### config.mk
export PLATFORM = sky130hd
export DESIGN_NAME = reg_counter_bank
export DESIGN_NICKNAME = d
export VERILOG_FILES = /design/src/rtl/reg_counter_bank.sv
export SDC_FILE = /design/constraint.sdc
export NUM_CORES = 1
export LEC_CHECK = 0
export ABC_AREA = 1
export ABC_CLOCK_PERIOD_IN_PS = 3500
export CORE_UTILIZATION = 60
export DETAILED_ROUTE_END_ITERATION = 8
export GPL_TIMING_DRIVEN = 0
export PLACE_DENSITY_LB_ADDON = 0.1
export SLEW_MARGIN = 20
export SYNTH_ARGS = -nofsm -noshare
export SYNTH_HDL_FRONTEND = slang
export SYNTH_SLANG_ARGS = --single-unit
### constraint.sdc
create_clock -name clk -period 3.5 [get_ports clk]
set_clock_uncertainty 0.15 [all_clocks]
set_input_delay 0.7 -clock clk [delete_from_list [all_inputs] [get_ports clk]]
set_output_delay 0.7 -clock clk [all_outputs]
set_load 0.05 [all_outputs]
### src/rtl/reg_counter_bank.sv
// Register bank of 2**BIT_ADDR counters with prescaled inc/dec/load,
// two combinational read ports, a sequenced bulk clear and req/ack handshake.
module reg_counter_bank #(
  parameter int BIT_ADDR      = 4,
  parameter int BIT_DATO      = 3,
  parameter int PRESCALE_BITS = 6,
  parameter int SATURATE      = 0,
  parameter int RST_VAL       = 0,
  parameter     INIT_FILE     = ""
) (
  input  logic                clk,
  input  logic                rst,
  input  logic [BIT_ADDR-1:0] addr_a,
  output logic [BIT_DATO-1:0] rd_a,
  input  logic [BIT_ADDR-1:0] addr_b,
  output logic [BIT_DATO-1:0] rd_b,
  input  logic                wr_req,
  input  logic [1:0]          wr_op,
  input  logic [BIT_ADDR-1:0] wr_addr,
  input  logic [BIT_DATO-1:0] wr_data,
  output logic                wr_ack,
  output logic                ovf,
  input  logic                clr_req,
  output logic                clr_done,
  output logic                busy
);

  localparam int unsigned         NREG = 2**BIT_ADDR;
  localparam logic [BIT_DATO-1:0] RV   = BIT_DATO'(RST_VAL);
  localparam logic [BIT_DATO-1:0] MAXV = '1;
  localparam logic [BIT_ADDR-1:0] LAST = '1;

  typedef enum logic [1:0] {IDLE, PEND, CLEAR} state_t;

  state_t              state, state_n;
  logic [BIT_DATO-1:0] breg [NREG];
  logic [BIT_ADDR-1:0] lat_addr;
  logic [1:0]          lat_op;
  logic [BIT_DATO-1:0] lat_data;
  logic [BIT_ADDR-1:0] clr_idx;
  logic                tick;
  logic [BIT_DATO-1:0] cur_val, upd_val;
  logic                upd_ovf;
  logic                ack_n, ovf_n, done_n, latch_en, apply_en;

  // Prescaler: free-running counter, tick when all-ones (always ticking when width is 0)
  generate
    if (PRESCALE_BITS == 0) begin : g_nopre
      assign tick = 1'b1;
    end else begin : g_pre
      logic [PRESCALE_BITS-1:0] pcnt;
      // Free-running prescale counter
      always_ff @(posedge clk) begin
        if (rst) pcnt <= '0;
        else     pcnt <= pcnt + 1'b1;
      end
      assign tick = &pcnt;
    end
  endgenerate

  assign rd_a = breg[addr_a];
  assign rd_b = breg[addr_b];
  assign busy = (state != IDLE);
  assign cur_val = breg[lat_addr];

  // Arithmetic for the latched operation, with wrap or clamp and overflow flag
  always_comb begin
    upd_val = cur_val;
    upd_ovf = 1'b0;
    case (lat_op)
      2'b01: begin
        if (cur_val == MAXV) begin
          upd_ovf = 1'b1;
          upd_val = (SATURATE != 0) ? MAXV : '0;
        end else begin
          upd_val = cur_val + 1'b1;
        end
      end
      2'b10: begin
        if (cur_val == '0) begin
          upd_ovf = 1'b1;
          upd_val = (SATURATE != 0) ? '0 : MAXV;
        end else begin
          upd_val = cur_val - 1'b1;
        end
      end
      2'b11:   upd_val = lat_data;
      default: upd_val = cur_val;
    endcase
  end

  // Next-state and pulse decode; clr_req takes priority over wr_req in IDLE
  always_comb begin
    state_n  = state;
    ack_n    = 1'b0;
    ovf_n    = 1'b0;
    done_n   = 1'b0;
    latch_en = 1'b0;
    apply_en = 1'b0;
    case (state)
      IDLE: begin
        if (clr_req) begin
          state_n = CLEAR;
        end else if (wr_req) begin
          if (wr_op != 2'b00) begin
            state_n  = PEND;
            latch_en = 1'b1;
          end else begin
            ack_n = 1'b1;
          end
        end
      end
      PEND: begin
        if (tick) begin
          state_n  = IDLE;
          apply_en = 1'b1;
          ack_n    = 1'b1;
          ovf_n    = upd_ovf;
        end
      end
      CLEAR: begin
        if (clr_idx == LAST) begin
          state_n = IDLE;
          done_n  = 1'b1;
        end
      end
      default: state_n = IDLE;
    endcase
  end

  // State, request latch, sweep index and registered handshake pulses
  always_ff @(posedge clk) begin
    if (rst) begin
      state    <= IDLE;
      lat_addr <= '0;
      lat_op   <= '0;
      lat_data <= '0;
      clr_idx  <= '0;
      wr_ack   <= 1'b0;
      ovf      <= 1'b0;
      clr_done <= 1'b0;
    end else begin
      state    <= state_n;
      wr_ack   <= ack_n;
      ovf      <= ovf_n;
      clr_done <= done_n;
      if (latch_en) begin
        lat_addr <= wr_addr;
        lat_op   <= wr_op;
        lat_data <= wr_data;
      end
      if (state == CLEAR) clr_idx <= clr_idx + 1'b1;
      else                clr_idx <= '0;
    end
  end

  // Entry storage: reset fill, one-entry-per-cycle clear sweep, prescaled op apply
  always_ff @(posedge clk) begin
    if (rst) begin
      for (int unsigned i = 0; i < NREG; i++) breg[i] <= RV;
    end else if (state == CLEAR) begin
      breg[clr_idx] <= RV;
    end else if (apply_en) begin
      breg[lat_addr] <= upd_val;
    end
  end

endmodule

==> reports/metrics.csv <==
metric;value;unit
diodes;0;
leakagePower;2.01;nW
ys_seq_area_share;43.3;%
grt_pass1_vias;4297;
gp_congestion;0.980;
initial_utilization;63.0;%
clk_pin_slew_worst_paths;70;ps
ant_nets;0;
switching_share;29.8;%
power_density;395;nW/um^2
grt_pass1_wl;20800;um
clock_sinks;76;
fin_crit_sh;98.3;%
synthTopCellsByArea;edfxtp_1 (31%), dfxtp_1 (12%), nand2_1 (7.4%);
tightest_slew;589;ps
synth_nets;623;
final-max-slew-violation-count;0;
cp-end-kind;output pin;
start_kind;primary input;
ir_worst_vdd;0.359;mV
post-route-min-period;3440;ps
io_buffers;27;
syn_area;4620;um^2
cts_root_buf;clkbuf_8;
io_pins;31;
num_vias;4440;
ys_types;32;
die_area;8060;um^2
die_x;89.8;um
antenna_found_initial;0;
clock_latency;350;ps
drtIter0Drc;410;
fmax;291;MHz
yosys.area.top_type;edfxtp_1;
dp_slack;-499;ps
worst_slack;60.3;ps
arrival;2590;ps
yosys_warnings;0;
hold_viol;0;
overflow;0;
path_max_fanout;10;
hold_path_depth;1;
nNetsFinal;661;
grtUsageMet1;37.1;%
wl_per_cell;17.8;um
viasPerCell;6.05;
critPathKind;in -> out;
gr-usage-met3;7.11;%
p_switching;615;uW
p_comb_share;18.2;%
path_cells;clkdlybuf4s50_1 > clkbuf_2 > o21ai_0 > a21oi_1 > o221ai_1 > nand2_1 > clkdlybuf4s15_2;
avgSynthCellArea;7.81;um^2
slowest_delay;600;ps
numCtsBuffers;9;
required;2650;ps
r2r_slack;320;ps
cts_setup_buffers;0;
drv_cap;0;
busiest_layer;met2;
max_slew_margin;60.7;%
clk_path_buf_depth;2;
die_y;89.8;um
synth_cells;592;
met2_usage;56.7;%
firstDrtPassIters;6;
crit_path_start;addr_a[1];
p_clk_share;32.2;%
rsz0062_at_grt;yes;
finalSetupViolations;0;
min-delay-start;g_pre.pcnt[0]$_SDFF_PP0_;
outcome;finished, final reports clean;
wl;13000;um
yosys_register_bits;76;
post-place-cells;718;
synth_top_area_share;31.2;%
internal_power;1.45;mW
cts_tree;built;
hold_path_class;reg -> reg;
fp.coreArea;7330;um^2
crit_slowest_cell;clkdlybuf4s50_1;
dp.final_hpwl;9750;um
layout-drive-gt1-share;13.9;%
grt_usage;33.2;%
power_frac_seq;49.6;%
rr_worst_depth;15;
htreeDepth;3;
instances_no_fill;734;
rows;31;
area_growth;13.0;%
drc_errors;0;
grt_max_degree;15;
-- per-layer routing --
metal	up-vias	wire [um]
met1	2012	4900
met4	0	821
met5	-	0
met2	289	6160
li1	2071	-
met3	68	1170
-- per-stage QoR --
stage	utilization [%]	setup TNS (ps)	total power [mW]	hold slack [ps]	instance area, um^2
after floorplan	-	0	1.28	268	4620
after global placement	68.4	-2400	1.39	280	5010
after detailed placement	68.4	-2460	1.41	303	5010
after CTS	71.3	0	2.05	316	5230
after global routing	71.2	-55.6	2.13	328	5220
final	71.2	0	2.06	313	5220
-- sequential cells by signal, indices dropped and copies added, names as in the netlist, 2 cells and up, named ones only --
name	cells
breg	48
g_pre.pcnt	6
lat_op	2
lat_addr	4
state	2
lat_data	3
clr_idx	4
-- cell usage in the layout, fill, tap and decap left out, types with 3 or more instances in the layout --
master and instances:
nor2_4 9, clkbuf_1 11, nand2_1 91, o21ai_0 61, nand3_1 39, inv_1 59, o21ai_2 3, clkbuf_2 4
a21oi_1 63, ha_1 10, clkdlybuf4s15_2 5, buf_2 7, nand2_2 27, dfxtp_1 28, clkbuf_8 9, nor2_1 84
buf_4 5, edfxtp_1 48, o221ai_1 8, clkdlybuf4s50_1 21, o211ai_1 14, clkinv_4 4, nand3_4 3
-- synth_stat cells --
| cell | instances |
|---|---|
| ha_1 | 10 |
| buf_4 | 5 |
| nor2_2 | 1 |
| nand2_1 | 91 |
| nand3_1 | 39 |
| a21oi_1 | 63 |
| o221ai_1 | 8 |
| or2_2 | 1 |
| nand2_2 | 27 |
| o21a_1 | 1 |
| nor2_4 | 9 |
| o22ai_1 | 1 |
| edfxtp_1 | 48 |
| nand2_4 | 1 |
| buf_1 | 1 |
| a32oi_1 | 1 |
| dfxtp_1 | 28 |
| o211ai_1 | 14 |
| nor2_1 | 84 |
| o21ai_4 | 2 |
| inv_2 | 2 |
| nor3_1 | 2 |
| buf_6 | 2 |
| buf_2 | 6 |
| nand4_1 | 1 |
| nand3_4 | 3 |
| inv_1 | 59 |
| o21bai_1 | 1 |
| a211oi_1 | 2 |
| o21ai_2 | 3 |
| clkbuf_1 | 15 |
| o21ai_0 | 61 |
-- final timing paths --
kind | to
worst max-delay path | rd_a[1]
worst min-delay path | g_pre.pcnt[0]$_SDFF_PP0_
worst max register to register | breg[15][2]$_SDFFCE_PN0P_
worst min register to register | g_pre.pcnt[0]$_SDFF_PP0_
-- power groups by stage --
stage                     Combinational, mW  Clock (mW)  Sequential (mW)
after floorplan                       0.253           0             1.03
after global placement                0.355           0             1.04
after detailed placement              0.367           0             1.04
after CTS                             0.367       0.663             1.02
after global routing                  0.408       0.696             1.03
final                                 0.375       0.665             1.02
-- critical path, delay by kind of cell --
family,cells,cell delay [ps]
AOI/OAI and AO/OA,3,500
buffers and inverters,3,1260
and+or+nand+nor,1,120
-- what timing repair did --
item | in CTS | in global routing
cloned | 0 | 0
hold buffers | 0 | 0
pin swaps | 0 | 0
resized for setup | 21 | 6
hold endpoints to repair | 0 | 0
setup endpoints to repair | 6 | 6
-- cell type report --
| type | instances | area [um^2] |
|---|---|---|
| Buffer | 29 | 155 |
| Clock buffer | 9 | 124 |
| Clock inverter | 7 | 77.6 |
| Fill cell | 566 | 2110 |
| Inverter | 61 | 229 |
| Multi-Input combinational cell | 426 | 2240 |
| Sequential cell | 76 | 2000 |
| Tap cell | 99 | 124 |
| Timing Repair Buffer | 27 | 272 |
-- logic make-up after synthesis --
family | synth area share [%]
AOI/OAI and AO/OA | 19.5
and+or+nand+nor | 26.3
buffers and inverters | 8.20
adders and majority gates | 2.71
DFF | 43.3
Note: power is estimated with default switching activity, not from simulation.
